[src/rtl/seq_divider.sv]
// rtl/seq_divider.sv - unsigned N-bit restoring divider, one quotient bit per clock
// A zero divisor skips the iteration and reports all-ones quotient with the dividend as remainder.
module seq_divider #(
    parameter int N = 4
) (
    input  logic         clk,
    input  logic         rst,
    input  logic         start,
    input  logic [N-1:0] a,
    input  logic [N-1:0] b,
    output logic         busy,
    output logic         done,
    output logic [N-1:0] quotient,
    output logic [N-1:0] remainder,
    output logic         div_by_zero
);

    localparam int CW = (N > 2) ? $clog2(N) : 1;

    typedef enum logic [1:0] {
        IDLE,
        RUN,
        DONE
    } state_t;

    state_t         r_state;
    logic [N-1:0]   r_dvd;
    logic [N-1:0]   r_div;
    logic [N:0]     r_rem;
    logic [CW-1:0]  r_cnt;
    logic           r_dbz;

    logic [N:0]     w_shift;
    logic [N:0]     w_diff;
    logic           w_qbit;
    logic [N:0]     w_rem_next;
    logic [N-1:0]   w_quo_next;
    logic           w_last;

    // r_dvd doubles as the quotient register: dividend bits leave at the top
    // while quotient bits enter at the bottom.
    assign w_shift    = {r_rem[N-1:0], r_dvd[N-1]};
    assign w_diff     = w_shift - {1'b0, r_div};
    // A set top remainder bit would make the shifted value exceed any divisor.
    assign w_qbit     = r_rem[N] | (w_shift >= {1'b0, r_div});
    assign w_rem_next = w_qbit ? w_diff : w_shift;
    assign w_quo_next = {r_dvd[N-2:0], w_qbit};
    assign w_last     = (r_cnt == CW'(N - 1));

    always_ff @(posedge clk or posedge rst) begin
        if (rst) begin
            r_state     <= IDLE;
            r_dvd       <= '0;
            r_div       <= '0;
            r_rem       <= '0;
            r_cnt       <= '0;
            r_dbz       <= 1'b0;
            busy        <= 1'b0;
            done        <= 1'b0;
            quotient    <= '0;
            remainder   <= '0;
            div_by_zero <= 1'b0;
        end else begin
            done <= 1'b0;
            case (r_state)
                IDLE, DONE: begin
                    if (start) begin
                        r_dvd   <= a;
                        r_div   <= b;
                        r_rem   <= '0;
                        r_cnt   <= '0;
                        r_dbz   <= (b == '0);
                        busy    <= 1'b1;
                        r_state <= RUN;
                    end else begin
                        busy    <= 1'b0;
                        r_state <= IDLE;
                    end
                end
                RUN: begin
                    if (r_dbz) begin
                        // Zero divisor: a single busy cycle, then publish the fixed result.
                        r_dbz       <= 1'b0;
                        busy        <= 1'b0;
                        done        <= 1'b1;
                        quotient    <= '1;
                        remainder   <= r_dvd;
                        div_by_zero <= 1'b1;
                        r_state     <= DONE;
                    end else begin
                        r_rem <= w_rem_next;
                        r_dvd <= w_quo_next;
                        r_cnt <= r_cnt + 1'b1;
                        if (w_last) begin
                            busy        <= 1'b0;
                            done        <= 1'b1;
                            quotient    <= w_quo_next;
                            remainder   <= w_rem_next[N-1:0];
                            div_by_zero <= 1'b0;
                            r_state     <= DONE;
                        end
                    end
                end
                default: begin
                    busy    <= 1'b0;
                    r_state <= IDLE;
                end
            endcase
        end
    end

endmodule

[config.mk]
export PLATFORM = sky130hd
export DESIGN_NAME = seq_divider
export DESIGN_NICKNAME = d
export VERILOG_FILES = /design/src/rtl/seq_divider.sv
export SDC_FILE = /design/constraint.sdc
export NUM_CORES = 1
export LEC_CHECK = 0
export BUFFER_PORTS_ARGS = -buffer_cell sky130_fd_sc_hd__buf_2
export CAP_MARGIN = 20
export CELL_PAD_IN_SITES_DETAIL_PLACEMENT = 0
export CELL_PAD_IN_SITES_GLOBAL_PLACEMENT = 2
export CORE_ASPECT_RATIO = 1.4
export CORE_MARGIN = 2
export CORE_UTILIZATION = 37
export DETAILED_ROUTE_END_ITERATION = 10
export PLACE_DENSITY_LB_ADDON = 0.1
export REMOVE_ABC_BUFFERS = 1
export SLEW_MARGIN = 0
export SYNTH_ARGS = -nofsm -noshare
export SYNTH_HDL_FRONTEND = slang
export SYNTH_SLANG_ARGS = --single-unit
[constraint.sdc]
create_clock -name clk -period 3.8 [get_ports clk]
set_clock_uncertainty 0.15 [all_clocks]
set_input_delay 0.19 -clock clk [delete_from_list [all_inputs] [get_ports clk]]
set_output_delay 0.19 -clock clk [all_outputs]
set_load 0.05 [all_outputs]
# After elaboration in Yosys (flattened, before gate mapping)
# Index checks and enable logic that the tools add are counted.
# word_totals
reg_bits	29
in_bits	11
elab_cells	58
output_inout_bits	11
# op_classes
reduce_logical	9
n_eq_ne	6
n_mux	28
magnitude_cmp	1
addsub	2
n_bitwise	1
# op_table
cell	n
$mux 4	6
$mux 5	3
$pmux 5 s2	1
$mux 1	9
$mux 2	4
$pmux 2 s2	2
$pmux 4 s2	1
$reduce_and 2->1	3
$ge 5x4->1	1
$sub 5x4->5	1
$eq 2x2->1 const B	2
$logic_not 4->1	1
$ne 2x2->1 const B	2
$pmux 1 s2	2
$reduce_bool 2->1	2
$ne 3x3->1 const B	1
$reduce_and 3->1	1
$add 2x1->2 const B	1
$eq 2x1->1 const B	1
$logic_not 2->1	1
$reduce_or 2->1	1
$or 1x1->1	1

# Depth between registers and ports, before layout
# logic_depth
ltp_word	5
mapped_depth	8
ltp_nobuf	8

# Worst setup path before layout
# Ideal clock, no wire load.
# synth_timing
kind	reg-to-reg
start	register r_rem[1]
end	register r_rem[2]
setup_ps	122
arrival_time_ps	1765
path_buffers	0
period_less_slack_ps	2037
t_required_ps	3528
path_stages_with_launch	6
path_slack_ps	1763
path_cell_list	dfrtp_1 > ha_1 > and3_1 > o31a_1 > or3_1 > a32o_1
# synth_via
elab_chain_len	5
elab_cells_between_ends	6
cone_classes	add/sub: 1; order compare: 1; mux: 3; bitwise: 1
# synth_lines
element	line	rtl
start: declaration	29	logic [N:0] r_rem;
start signal: assignment	91	r_rem <= w_rem_next;
$ge 5x4->1	45	assign w_qbit = r_rem[N] | (w_shift >= {1'b0, r_div});
$or 1x1->1	45	
$mux 5 *	46	assign w_rem_next = w_qbit ? w_diff : w_shift;
$mux 5 *	81	if (r_dbz) begin
$pmux 5 s2 *	65	case (r_state)
# Every way passes the cells marked *; elsewhere a longest branch is shown, timed or not. The select of a mux whose other input is x is not followed.
# A chain may end at the register's enable or synchronous reset.

# Final worst setup path
# layout_timing
start	register r_rem[0]
end	register r_rem[2]
# The elaborated chain is that of the path after synthesis.

==> flow_summary.ini <==
[status]
outcome = complete, no violations

[critical_path]
arrival_ns = 2.22
worstPathRequired_ns = 3.82
worstReg2RegEnd = r_rem[2]
cp_max_fo = 6
rrSetupSlack_ns = 1.60
cp-end-kind = flop
reg2reg_depth = 5
rr_startpoint = r_rem[0]
criticalPathCategory = flop to flop
start_kind = flop

[placed_design]
place.gp.congestion = 0.7708
port-buffer-count = 21
placed_area_sq_um = 1565
place_ws_ns = 1.628
dp_hpwl_um = 2519

[clock_network]
cts_made_buffers = 3
cts_tree = yes
cts-root-buf = clkbuf_8
cts_setup_buffers = 0
cts_sinks = 28
clock_latency_ns = 0.28
cts_max_level = 1
cts_buffer_depth = 2
clk_pin_slew_worst_paths_ns = 0.10

[final_layout]
drive_gt1_share_pct = 21.21
final_common_cell = dfrtp_1
final.fill_count = 385
final_cell_mix = 28 x dfrtp_1, 21 x buf_2, 17 x nand2_1
layout.nets = 183
insertedDiodeCount = 0
area_delta_synth_final_pct = 16.42
final_area_sq_um = 1668

[synthesis]
synthesis.area_sq_um = 1433
synthCells = 142
yosysWarnings = 0
postSynthAreaPerCell_sq_um = 10.09
synth_seq_cells = 28
synth-async-reset-ratio_pct = 100.0
synth_cell_types = 41
synth-edff-count = 0
seq_area_frac_synth_pct = 48.91
ys.flop_type = dfrtp_1

[min_path]
hold_path_startpoint = b[1]
hold_end = r_div[1]
min_path_cells = 2
min_path_type = primary input to flop

[sta]
max_slew_margin_pct = 55.95
period_share_pct = 58.01
finalMaxSlewViolations = 0
max_freq_mhz = 453.6
tightest_slew_ns = 0.6564
setup_viol = 0
layout_min_cycle_time_ns = 2.205
rsz0062_at_grt = no
hold_violations = 0
final.setup.tns_ns = 0
setup_slack_ns = 1.595

[die]
die_area_sq_um = 4393
core_sq_um = 3676
die_h_um = 77.63
die_w_um = 56.59
start_util_pct = 38.97
num_rows = 26
num_io_pins = 22

[routing]
viasPerCell = 5.449
vias = 1128
drtIter0Drc = 17
post_drt_wl_per_cell_um = 16.40
firstDrtPassIters = 4
ant_nets = 0
drc = 0
routed_wl_um = 3395

[grt]
antenna_found_initial = 0
grt_use_total_pct = 17.14
grt_pass1_wl_um = 5713
grt_pass1_vias = 1143
grt_start_max_net_pins = 29
grt_overflow = 0

[run]
drv_cap = 0
-- through the flow --
stage | utilization (%) | hold slack, ns | cells
detailed placement | 42.58 | 0.2979 | 200
global placement | 42.58 | 0.2846 | 200
finish | 45.37 | 0.007798 | 207
CTS | 44.35 | 0.002035 | 205
floorplan | - | 0.1054 | 136
global route | 45.37 | 0.004503 | 207
-- cell families after synthesis --
group | Yosys count | share of synthesized area, %
mux | 7 | 5.240
flops | 28 | 48.91
fa+ha+maj | 6 | 5.764
simple gates | 49 | 18.69
xor+xnor | 2 | 1.223
buf+inv | 15 | 4.629
compound gates | 35 | 15.55
-- synth_stat cells (all sizes together) (2+ instances only) --
cell / n / area share (%)
nand3: 4 / 1.4
xnor2: 2 / 1.2
nor2b: 2 / 0.87
nand2: 17 / 4.5
o21ai: 15 / 5.2
a211oi: 2 / 1.0
ha: 5 / 4.4
and3: 4 / 1.7
dfrtp: 28 / 49
nor2: 3 / 0.79
inv: 9 / 2.4
a21oi: 5 / 1.7
nor3: 3 / 1.0
a21o: 2 / 1.2
nor4: 2 / 0.87
buf: 3 / 1.5
mux2: 4 / 3.1
nand4: 2 / 0.87
clkbuf: 3 / 0.79
and3b: 2 / 1.5
nand3b: 2 / 1.0
mux2i: 3 / 2.1
or3: 2 / 0.87
o31ai: 4 / 2.1
-- flip-flops by register name, indices dropped and copies added (netlist names) --
signal       count
quotient         4
r_dbz            1
r_cnt            2
r_rem            5
remainder        4
r_dvd            4
r_state          2
div_by_zero      1
done             1
r_div            4
-- timing repair --
action / 4_1_cts / 5_1_grt
hold endpoints to repair: 1 / 11
resized for setup: 0 / 0
hold buffers: 1 / 1
-- critical path, cell delays in order, from the launching register on --
cell and delay [ns]:
dfrtp_1 0.47, ha_1 0.33, and3_1 0.20, o31a_1 0.37, or3_1 0.33, a32o_1 0.25
-- per-layer routing --
metal / GRT usage (%) / share of wire, % / routed length [um] / up-vias
met2: 28.95 / 50 / 1712 / 26
met1: 21.02 / 44 / 1483 / 541
met5: 0 / 0 / 0 / -
li1: - / - / - / 554
met3: 2.333 / 3.3 / 113 / 7
met4: 8.571 / 2.5 / 85 / 0
-- worst max-delay path by stage --
stage / startpoint / endpoint / slack, ns / depth (start not counted)
after floorplan: r_state[0] / remainder[1] / 1.60 / 5
after global placement: r_rem[0] / r_rem[2] / 1.66 / 5
after detailed placement: r_rem[0] / r_rem[2] / 1.63 / 5
after CTS: r_rem[0] / r_rem[2] / 1.59 / 5
after global routing: r_rem[0] / remainder[0] / 1.45 / 5
final: r_rem[0] / r_rem[2] / 1.60 / 5
-- final cells by class --
cell class                 count  area, sq um  share of cell area (%)
sequential                    28        700.7                   42.01
tap                           42        52.55                   3.151
clock buffer                   4        55.05                   3.301
inverter                       9        33.78                   2.026
timing repair buffer          25        160.2                   9.602
multi-input combinational     99        665.6                   39.91
Power is left out: the tool's default activity adds up to more than one toggle a clock period on the data nets, which glitch-free logic cannot reach.
